<file path="src/rtl/crypto_iter_unit_if.sv">
// Handshake/operand bundle between the EX stage (master) and crypto_iter_unit (slave).
interface crypto_iter_unit_if #(
  parameter int XLEN = 32,
  parameter int OP_W = 4
);
  logic            in_valid;
  logic            in_ready;
  logic [OP_W-1:0] op;
  logic [XLEN-1:0] rs1;
  logic [XLEN-1:0] rs2;
  logic            kill;
  logic            out_valid;
  logic            out_ready;
  logic [XLEN-1:0] out_data;
  logic            out_err;
  logic            busy;

  modport master (
    output in_valid, op, rs1, rs2, kill, out_ready,
    input  in_ready, out_valid, out_data, out_err, busy
  );

  modport slave (
    input  in_valid, op, rs1, rs2, kill, out_ready,
    output in_ready, out_valid, out_data, out_err, busy
  );
endinterface

</file>
<file path="src/rtl/crypto_iter_unit.sv">
// Crypto/bitmanip unit: iterative carry-less multiply, single-cycle SHA-256 sig/sum and xperm.
// Optional feature macro CRYPTO_ZIP_EN enables ZIP/UNZIP (legal only when XLEN=32).
module crypto_iter_unit #(
  parameter int XLEN       = 32,
  parameter int CLMUL_STEP = 4,
  parameter int OP_W       = 4
) (
  input logic               clk,
  input logic               reset_n,
  crypto_iter_unit_if.slave bus
);

  localparam int NSTEPS = XLEN / CLMUL_STEP;
  localparam int CNT_W  = (NSTEPS > 1) ? $clog2(NSTEPS) : 1;
  localparam logic [CNT_W-1:0] CNT_LAST = CNT_W'(NSTEPS - 1);

  localparam logic [OP_W-1:0] OP_CLMUL  = OP_W'(0);
  localparam logic [OP_W-1:0] OP_CLMULH = OP_W'(1);
  localparam logic [OP_W-1:0] OP_CLMULR = OP_W'(2);
  localparam logic [OP_W-1:0] OP_SIG0   = OP_W'(3);
  localparam logic [OP_W-1:0] OP_SIG1   = OP_W'(4);
  localparam logic [OP_W-1:0] OP_SUM0   = OP_W'(5);
  localparam logic [OP_W-1:0] OP_SUM1   = OP_W'(6);
  localparam logic [OP_W-1:0] OP_XPERM4 = OP_W'(7);
  localparam logic [OP_W-1:0] OP_XPERM8 = OP_W'(8);
`ifdef CRYPTO_ZIP_EN
  localparam logic [OP_W-1:0] OP_ZIP    = OP_W'(9);
  localparam logic [OP_W-1:0] OP_UNZIP  = OP_W'(10);
  localparam bit ZIP_LEGAL = (XLEN == 32);
`endif

  typedef enum logic [1:0] {
    ST_IDLE = 2'd0,
    ST_BUSY = 2'd1,
    ST_DONE = 2'd2
  } state_e;

  state_e              state_q, state_d;
  logic [OP_W-1:0]     op_q, op_d;
  logic [2*XLEN-1:0]   acc_q, acc_d;
  logic [2*XLEN-1:0]   mcand_q, mcand_d;
  logic [XLEN-1:0]     mplier_q, mplier_d;
  logic [CNT_W-1:0]    cnt_q, cnt_d;
  logic [XLEN-1:0]     out_data_q, out_data_d;
  logic                out_err_q, out_err_d;
  logic [2*XLEN-1:0]   acc_step_s;
  logic [XLEN:0]       single_res_s;
  logic                is_clmul_s;

  function automatic logic [31:0] ror32(input logic [31:0] x, input logic [4:0] n);
    return (x >> n) | (x << (6'd32 - {1'b0, n}));
  endfunction

  // SHA results live in the low word; on RV64 they are sign-extended from bit 31.
  function automatic logic [XLEN-1:0] sha_ext(input logic [31:0] r);
    return XLEN'($signed(r));
  endfunction

  function automatic logic [XLEN-1:0] xperm4(input logic [XLEN-1:0] a, input logic [XLEN-1:0] b);
    logic [XLEN-1:0] r;
    int              idx;
    r = '0;
    for (int i = 0; i < XLEN / 4; i++) begin
      idx = int'(b[i*4 +: 4]);
      if (idx < XLEN / 4) r[i*4 +: 4] = a[idx*4 +: 4];
      else                r[i*4 +: 4] = 4'h0;
    end
    return r;
  endfunction

  function automatic logic [XLEN-1:0] xperm8(input logic [XLEN-1:0] a, input logic [XLEN-1:0] b);
    logic [XLEN-1:0] r;
    int              idx;
    r = '0;
    for (int i = 0; i < XLEN / 8; i++) begin
      idx = int'(b[i*8 +: 8]);
      if (idx < XLEN / 8) r[i*8 +: 8] = a[idx*8 +: 8];
      else                r[i*8 +: 8] = 8'h00;
    end
    return r;
  endfunction

`ifdef CRYPTO_ZIP_EN
  function automatic logic [31:0] zip32(input logic [31:0] x);
    logic [31:0] r;
    for (int i = 0; i < 16; i++) begin
      r[2*i]   = x[i];
      r[2*i+1] = x[16+i];
    end
    return r;
  endfunction

  function automatic logic [31:0] unzip32(input logic [31:0] x);
    logic [31:0] r;
    for (int i = 0; i < 16; i++) begin
      r[i]    = x[2*i];
      r[16+i] = x[2*i+1];
    end
    return r;
  endfunction
`endif

  // Returns {err, data}; anything not decoded here is illegal.
  function automatic logic [XLEN:0] single_op(input logic [OP_W-1:0] o,
                                              input logic [XLEN-1:0] a,
                                              input logic [XLEN-1:0] b);
    logic [XLEN:0] r;
    case (o)
      OP_SIG0:   r = {1'b0, sha_ext(ror32(a[31:0], 5'd7) ^ ror32(a[31:0], 5'd18) ^ (a[31:0] >> 3'd3))};
      OP_SIG1:   r = {1'b0, sha_ext(ror32(a[31:0], 5'd17) ^ ror32(a[31:0], 5'd19) ^ (a[31:0] >> 4'd10))};
      OP_SUM0:   r = {1'b0, sha_ext(ror32(a[31:0], 5'd2) ^ ror32(a[31:0], 5'd13) ^ ror32(a[31:0], 5'd22))};
      OP_SUM1:   r = {1'b0, sha_ext(ror32(a[31:0], 5'd6) ^ ror32(a[31:0], 5'd11) ^ ror32(a[31:0], 5'd25))};
      OP_XPERM4: r = {1'b0, xperm4(a, b)};
      OP_XPERM8: r = {1'b0, xperm8(a, b)};
`ifdef CRYPTO_ZIP_EN
      OP_ZIP:    r = ZIP_LEGAL ? {1'b0, XLEN'(zip32(a[31:0]))}   : {1'b1, {XLEN{1'b0}}};
      OP_UNZIP:  r = ZIP_LEGAL ? {1'b0, XLEN'(unzip32(a[31:0]))} : {1'b1, {XLEN{1'b0}}};
`endif
      default:   r = {1'b1, {XLEN{1'b0}}};
    endcase
    return r;
  endfunction

  function automatic logic [XLEN-1:0] clmul_sel(input logic [OP_W-1:0] o,
                                                input logic [2*XLEN-1:0] acc);
    logic [XLEN-1:0] r;
    case (o)
      OP_CLMULH: r = acc[2*XLEN-1:XLEN];
      OP_CLMULR: r = acc[2*XLEN-2:XLEN-1];
      default:   r = acc[XLEN-1:0];
    endcase
    return r;
  endfunction

  assign is_clmul_s   = (bus.op == OP_CLMUL) || (bus.op == OP_CLMULH) || (bus.op == OP_CLMULR);
  assign single_res_s = single_op(bus.op, bus.rs1, bus.rs2);

  // One BUSY slice: fold CLMUL_STEP multiplier bits into the accumulator.
  always_comb begin
    acc_step_s = acc_q;
    for (int j = 0; j < CLMUL_STEP; j++) begin
      if (mplier_q[j]) acc_step_s = acc_step_s ^ (mcand_q << j);
      else             acc_step_s = acc_step_s;
    end
  end

  // Next-state logic; kill overrides every other request in the same cycle.
  always_comb begin
    state_d    = state_q;
    op_d       = op_q;
    acc_d      = acc_q;
    mcand_d    = mcand_q;
    mplier_d   = mplier_q;
    cnt_d      = cnt_q;
    out_data_d = out_data_q;
    out_err_d  = out_err_q;
    if (bus.kill) begin
      state_d  = ST_IDLE;
      acc_d    = '0;
      mcand_d  = '0;
      mplier_d = '0;
      cnt_d    = '0;
    end else begin
      case (state_q)
        ST_IDLE: begin
          if (bus.in_valid) begin
            op_d = bus.op;
            if (is_clmul_s) begin
              acc_d    = '0;
              cnt_d    = '0;
              mcand_d  = {{XLEN{1'b0}}, bus.rs1};
              mplier_d = bus.rs2;
              state_d  = ST_BUSY;
            end else begin
              out_err_d  = single_res_s[XLEN];
              out_data_d = single_res_s[XLEN-1:0];
              state_d    = ST_DONE;
            end
          end else begin
            state_d = ST_IDLE;
          end
        end
        ST_BUSY: begin
          acc_d    = acc_step_s;
          mcand_d  = mcand_q << CLMUL_STEP;
          mplier_d = mplier_q >> CLMUL_STEP;
          cnt_d    = cnt_q + CNT_W'(1);
          if (cnt_q == CNT_LAST) begin
            out_data_d = clmul_sel(op_q, acc_step_s);
            out_err_d  = 1'b0;
            state_d    = ST_DONE;
          end else begin
            state_d = ST_BUSY;
          end
        end
        ST_DONE: begin
          if (bus.out_ready) state_d = ST_IDLE;
          else               state_d = ST_DONE;
        end
        default: state_d = ST_IDLE;
      endcase
    end
  end

  // State and datapath registers.
  always_ff @(posedge clk or negedge reset_n) begin
    if (!reset_n) begin
      state_q    <= ST_IDLE;
      op_q       <= '0;
      acc_q      <= '0;
      mcand_q    <= '0;
      mplier_q   <= '0;
      cnt_q      <= '0;
      out_data_q <= '0;
      out_err_q  <= 1'b0;
    end else begin
      state_q    <= state_d;
      op_q       <= op_d;
      acc_q      <= acc_d;
      mcand_q    <= mcand_d;
      mplier_q   <= mplier_d;
      cnt_q      <= cnt_d;
      out_data_q <= out_data_d;
      out_err_q  <= out_err_d;
    end
  end

  assign bus.in_ready  = (state_q == ST_IDLE);
  assign bus.out_valid = (state_q == ST_DONE);
  assign bus.busy      = (state_q != ST_IDLE);
  assign bus.out_data  = out_data_q;
  assign bus.out_err   = out_err_q;

endmodule

</file>
<file path="src/flat_wrapper.sv">
// flat-port wrapper written by rule: the top's interface ports become plain ports
module crypto_iter_unit_flat 
#(
  parameter int XLEN       = 32,
  parameter int CLMUL_STEP = 4,
  parameter int OP_W       = 4
)
  (clk, reset_n, bus_in_valid, bus_op, bus_rs1, bus_rs2, bus_kill, bus_out_ready, bus_in_ready, bus_out_valid, bus_out_data, bus_out_err, bus_busy);
  crypto_iter_unit_if #(.XLEN(XLEN), .OP_W(OP_W)) bus_i ();
  input logic clk;
  input logic reset_n;
  input wire logic [$bits(bus_i.in_valid)-1:0] bus_in_valid;
  input wire logic [$bits(bus_i.op)-1:0] bus_op;
  input wire logic [$bits(bus_i.rs1)-1:0] bus_rs1;
  input wire logic [$bits(bus_i.rs2)-1:0] bus_rs2;
  input wire logic [$bits(bus_i.kill)-1:0] bus_kill;
  input wire logic [$bits(bus_i.out_ready)-1:0] bus_out_ready;
  output wire logic [$bits(bus_i.in_ready)-1:0] bus_in_ready;
  output wire logic [$bits(bus_i.out_valid)-1:0] bus_out_valid;
  output wire logic [$bits(bus_i.out_data)-1:0] bus_out_data;
  output wire logic [$bits(bus_i.out_err)-1:0] bus_out_err;
  output wire logic [$bits(bus_i.busy)-1:0] bus_busy;
  assign bus_i.in_valid = bus_in_valid;
  assign bus_i.op = bus_op;
  assign bus_i.rs1 = bus_rs1;
  assign bus_i.rs2 = bus_rs2;
  assign bus_i.kill = bus_kill;
  assign bus_i.out_ready = bus_out_ready;
  assign bus_in_ready = bus_i.in_ready;
  assign bus_out_valid = bus_i.out_valid;
  assign bus_out_data = bus_i.out_data;
  assign bus_out_err = bus_i.out_err;
  assign bus_busy = bus_i.busy;
  crypto_iter_unit #(.XLEN(XLEN), .CLMUL_STEP(CLMUL_STEP), .OP_W(OP_W)) u_core (.clk(clk), .reset_n(reset_n), .bus(bus_i));
endmodule
</file>
<file path="config.mk">
export PLATFORM = sky130hd
export DESIGN_NAME = crypto_iter_unit_flat
export DESIGN_NICKNAME = d
export VERILOG_FILES = /design/src/rtl/crypto_iter_unit_if.sv /design/src/rtl/crypto_iter_unit.sv /design/src/flat_wrapper.sv
export SDC_FILE = /design/constraint.sdc
export NUM_CORES = 1
export LEC_CHECK = 0
export ABC_AREA = 1
export ABC_CLOCK_PERIOD_IN_PS = 1400
export BUFFER_PORTS_ARGS = -buffer_cell sky130_fd_sc_hd__buf_4
export CELL_PAD_IN_SITES_DETAIL_PLACEMENT = 1
export CELL_PAD_IN_SITES_GLOBAL_PLACEMENT = 2
export CORE_MARGIN = 10
export CORE_UTILIZATION = 30
export DETAILED_ROUTE_END_ITERATION = 6
export PLACE_DENSITY_LB_ADDON = 0.3
export SLEW_MARGIN = 10
export SYNTH_ARGS = -nofsm -noshare
export SYNTH_HDL_FRONTEND = slang
export SYNTH_SLANG_ARGS = --single-unit
</file>
<file path="constraint.sdc">
create_clock -name clk -period 1.4 [get_ports clk]
set_input_delay 0.28 -clock clk [delete_from_list [all_inputs] [get_ports clk]]
set_output_delay 0.28 -clock clk [all_outputs]
set_load 0.05 [all_outputs]
</file>
Word level (Yosys, flattened, before mapping)
Index checks and enable logic that the tools add are counted.
Word-level totals
  input bits: 73
  register bits: 202
Operators by class
  shifts and indexed selects: 12
  reduce and logical (&&, ||, !) cells: 10
  multiplexer cells: 48
  bitwise operators: 23
  $add $sub $neg: 1
  order comparisons: 12
  equality and inequality tests: 18
Operators by type and width (count)
  $mux W64: 10
  $pmux W64 S2: 2
  $shiftx A32 B7 Y4: 8
  $xor A64 B64 Y64: 4
  $pmux W33 S6: 1
  $mux W32: 6
  $pmux W32 S2: 3
  $xor A32 B32 Y32: 6
  $shiftx A32 B12 Y8: 4
  $lt A4 B4 Y1 const B: 8
  $lt A8 B3 Y1 const B: 4
  $mux W4: 8
  $mux W8: 4
  $or A10 B32 Y32: 1
  $or A13 B32 Y32: 1
  $or A14 B32 Y32: 1
  $or A15 B32 Y32: 1
  $or A19 B32 Y32: 1
  $or A21 B32 Y32: 1
  $or A25 B32 Y32: 1
  $or A26 B32 Y32: 1
  $or A30 B32 Y32: 1
  $or A7 B32 Y32: 1
  $xor A32 B22 Y32: 1
  27 further kinds: 45

Longest topological paths before layout
  depth after elaboration: 11
  gate-level depth with buffers: 15
  depth with buffers taken out: 13

Worst setup path before layout
Ideal clock, no wire load.
  kind: register to register
  start point: register u_core.state_q[0]
  end point: register u_core.mcand_q[40]
  setup time: 0.133 ns
  cell stages (with the launch flop): 11
  buffers on the path: 2
  path slack: -0.572 ns
  data arrival time: 1.840 ns
  period minus slack after synthesis: 1.972 ns
  path through: dfrtp_1 -> nor2_4 -> inv_2 -> nor2_2 -> inv_2 -> nand2_1 -> o21ai_4 -> nand2_4 -> buf_6 -> buf_4 -> o22ai_1
On the way
  word-level cells in the longest chain between the ends: 3
  elaborated cells between the ends (all ways): 8
  classes of those cells: 3 x eq/ne; 2 x mux; 3 x reduce/logical
Ends and longest elaborated chain
  from (decl): line crypto_iter_unit.sv:38  | state_e state_q, state_d;
  from (signal assigned): line crypto_iter_unit.sv:217  | state_q <= state_d;
  $logic_not A2 Y1 (*)
  via bus_in_ready: line flat_wrapper.sv:18  | output wire logic [$bits(bus_i.in_ready)-1:0] bus_in_ready;
  $ne A3 B2 Y1 (no source line) (tied with other cells)
  $reduce_and A3 Y1 (no source line) or $mux W64 (tied branches)
  to (signal assigned): line crypto_iter_unit.sv:220  | mcand_q <= mcand_d;
  to (decl): line crypto_iter_unit.sv:41  | logic [2*XLEN-1:0] mcand_q, mcand_d;
Mark *: on every way through the listed nets, which the timed path passes. The rest lies on a longest branch.
A chain may end at the register's enable or synchronous reset.

Worst setup path in the final report
  start point: register u_core.mplier_q[0]
  end point: register u_core.out_data_q[28], in the netlist u_core.bus.out_data[28]
On the way
  word-level cells in the longest chain between the ends: 10
Ends and longest elaborated chain
  from (decl): line crypto_iter_unit.sv:42  | logic [XLEN-1:0] mplier_q, mplier_d;
  from (signal assigned): line crypto_iter_unit.sv:221  | mplier_q <= mplier_d;
  $mux W64 (*): line crypto_iter_unit.sv:142  | if (mplier_q[j]) acc_step_s = acc_step_s ^ (mcand_q << j);
  $xor A64 B64 Y64: line crypto_iter_unit.sv:142
  $mux W64 (*): line crypto_iter_unit.sv:142
  $xor A64 B64 Y64: line crypto_iter_unit.sv:142
  $mux W64 (*): line crypto_iter_unit.sv:142
  $xor A64 B64 Y64: line crypto_iter_unit.sv:142
  $mux W64 (*): line crypto_iter_unit.sv:142
  $pmux W32 S2 (*): line crypto_iter_unit.sv:127  | case (o)
  $mux W32 (*): line crypto_iter_unit.sv:188  | if (cnt_q == CNT_LAST) begin
  $pmux W32 S2 (*): line crypto_iter_unit.sv:164  | case (state_q)
  to (signal assigned): line crypto_iter_unit.sv:223  | out_data_q <= out_data_d;
  to (decl): line crypto_iter_unit.sv:44  | logic [XLEN-1:0] out_data_q, out_data_d;
Every way passes the cells marked *; elsewhere a longest branch is shown, timed or not. The select of a mux whose other input is x is not followed.

==> results.py <==
metrics = {
    "die": {
        "die_area_um2": 81900,
        "core_um2": 70100,
        "placementRows": 97,
        "ios": 109,
        "die_w_um": 286,
        "start_util_pct": 30.3,
        "die_height_um": 286,
    },
    "route": {
        "wl_per_cell_um": 22.4,
        "vias": 28699,
        "drt_pass1_iterations": 5,
        "wl_met1_um": 49900,
        "ant_nets": 0,
        "drc_errors": 0,
        "wl_met3_um": 6080,
        "via_per_inst": 5.39,
        "dr_wl_met2_um": 57600,
        "drtIter0Drc": 2195,
        "wirelength_um": 119000,
        "top_layer_used": "met4",
    },
    "global_routing": {
        "grt_pass1_vias": 29398,
        "grt_max_degree": 46,
        "globalRouteOverflowTotal": 0,
        "antenna_found_initial": 0,
        "grt_pass1_wl_um": 179000,
        "track_usage_pct": 27.8,
    },
    "outcome": {
        "violations": "negative setup slack",
        "status": "complete, but fails checks",
    },
    "logic_synthesis": {
        "synth_fp_nets": 3901,
        "syn_area_um2": 21200,
        "synth_top_flop_cell": "dfrtp_1",
        "yosysWarnings": 0,
        "synth_edf_count": 0,
        "async_flop_share_pct": 100,
        "ys_ff_latch": 202,
        "yosys.area.top_type_share_pct": 29.6,
        "avgSynthCellArea_um2": 5.55,
        "seq_area_frac_synth_pct": 23.8,
        "synth.area.top_cells": "nand2_1 30%, dfrtp_1 24%, nand3_1 18%",
        "synthCells": 3826,
        "synth_top_area_cell": "nand2_1",
        "synth_cell_types": 36,
    },
    "job": {
        "maxCapViolCount": 0,
    },
    "clocking": {
        "clock_latency_ps": 550,
        "cts_inserted_buffers": 25,
        "cts_sinks": 202,
        "path_clk_slew_ps": 70,
        "clk_path_buf_depth": 3,
        "root_buffer": "clkbuf_16",
        "cts_tree": "done",
        "h-tree-depth": 1,
    },
    "critical_path": {
        "crit_top_cell": "nand2_1",
        "cp_slowest_cell": "dfrtp_2",
        "crit_chain": "buf_12 -> buf_12 -> nand2_1 -> xnor2_1 -> nand3_2 -> nand3_2 -> nand3_2 -> nand2_1 -> nand2_1 -> nand2_1 -> nand2_1",
        "cp.required_ps": 1840,
        "end_kind": "flip-flop",
        "crit_fanout": 15,
        "cp_data_arrival_time_ps": 2340,
        "cpPeakStageDelay_ps": 420,
        "worstSetupPathType": "reg2reg",
        "startpoint_type": "flip-flop",
    },
    "final_layout": {
        "fin_nets": 4442,
        "layout_common_cells": "1483 x nand2_1, 645 x buf_4, 577 x nand3_1",
        "area_growth_pct": 47.6,
        "diodes": 0,
        "fill_cells": 9320,
        "utilization_pct": 44.7,
        "layout_commonest_cell": "nand2_1",
        "drive_above_1_share_pct": 28.2,
        "fin_area_um2": 31400,
    },
    "sta": {
        "tightestPinTransition_ps": 558,
        "final.setup.worst_slack_ps": -501,
        "finalHoldViolCount": 0,
        "setup_violations": 228,
        "fin_crit_ps": 1900,
        "finalMaxSlewViolations": 0,
        "rsz0062_at_grt": "yes",
        "slew_headroom_pct": 62.6,
        "finalSetupTns_ps": -49530,
        "post-route-period-util_pct": 136,
        "clock_skew_ps": 17.7,
        "fmax_ghz": 0.526,
    },
    "power": {
        "powerDensity_nw_per_um2": 691,
        "p_leak_uw": 0.0164,
        "peakVddDrop_uv": 662,
    },
    "hold_path": {
        "min_path_type": "in2reg",
    },
    "place": {
        "hpwl_um": 90100,
        "postPlaceCellArea_um2": 28100,
        "portBuffers": 108,
        "place_congestion": 1.00,
    },
}
-- Yosys cell counts (all sizes together) (22+ instances only) --
cell	instances
nand2	1675
nand3	751
inv	298
dfrtp	202
buf	181
o21ai	179
nor2	157
clkbuf	77
xnor2	67
o211ai	63
a21oi	53
xor2	49
o22ai	28
o2111ai	22
-- worst max-delay path: cells and delay by family (launching register included) --
family / cells / cell delay [ps]
XOR/XNOR: 1 / 260
buffers and inverters: 2 / 310
flip-flops: 1 / 420
AND/OR/NAND/NOR: 8 / 770
-- report_power, final --
part | internal [uW] | switching, uW
sequential | 6130 | 354
clock | 4470 | 3000
combinational | 2920 | 4810
-- metrics by stage --
stage / worst slack, ps / total power, uW / instances / hold slack [ps]
2_1_floorplan: -394 / 9880 / 3826 / -15.6
3_3_place_gp: -980 / 13800 / 5256 / 154
3_5_place_dp: -986 / 13800 / 5256 / 151
4_1_cts: -471 / 21600 / 5319 / 102
5_1_grt: -601 / 22500 / 5325 / 135
6_report: -501 / 21700 / 5325 / 114
-- kinds of logic after synthesis --
kind of cell	synth area share [%]
AO/OA/AOI/OAI	9.82
flip-flops	23.8
AND/OR/NAND/NOR	50.3
adder cells (fa/ha/maj)	0.118
buffers and inverters	11.1
XOR/XNOR	4.78
-- flip-flops by register name (all words and copies together) (netlist names) --
signal	cells
u_core.bus.out_err	1
u_core.cnt_q	3
u_core.acc_q	64
u_core.mcand_q	64
u_core.bus.out_data	32
u_core.op_q	4
u_core.mplier_q	32
u_core.state_q	2
-- routing by layer --
metal / up-vias / track usage (%)
li1: 13369 / -
met3: 303 / 2.08
met1: 14132 / 35.1
met4: 0 / 11.8
met2: 895 / 48.0
met5: - / 0
-- area by class of cell --
type	count	area, um^2	area share, %
Tap cell	940	1180	3.75
Multi-Input combinational cell	3060	15900	50.6
Clock buffer	31	698	2.23
Timing Repair Buffer	772	7180	22.9
Inverter	306	1160	3.69
Sequential cell	202	5060	16.1
Clock inverter	14	209	0.666
-- timing repair --
item / 4_1_cts / 5_1_grt
gates resized for setup: 255 / 279
endpoints found under the hold margin: 197 / 0
gates cloned: 1 / 1
endpoints found under the setup margin: 234 / 234
pin swaps: 41 / 68
hold buffers: 2 / 0
setup buffers: 15 / 6
-- path summary, 6_finish.rpt --
| kind | depth (start not counted) | start | slack [ps] | end |
|---|---|---|---|---|
| max in group asynchronous | 3 | reset_n | 510 | u_core.bus.out_data[16]$_DFFE_PN0P_ |
| max | 11 | u_core.mplier_q[0]$_DFFE_PN0P_ | -500 | u_core.bus.out_data[28]$_DFFE_PN0P_ |
| min in group asynchronous | 2 | reset_n | 180 | u_core.acc_q[51]$_DFFE_PN0P_ |
| min reg2reg | 2 | u_core.bus.out_data[17]$_DFFE_PN0P_ | 480 | u_core.bus.out_data[17]$_DFFE_PN0P_ |
| max reg2reg | 11 | u_core.mplier_q[0]$_DFFE_PN0P_ | -500 | u_core.bus.out_data[28]$_DFFE_PN0P_ |
| min | 4 | bus_rs2[31] | 110 | u_core.mplier_q[31]$_DFFE_PN0P_ |
Power figures use the tool's default switching activity.
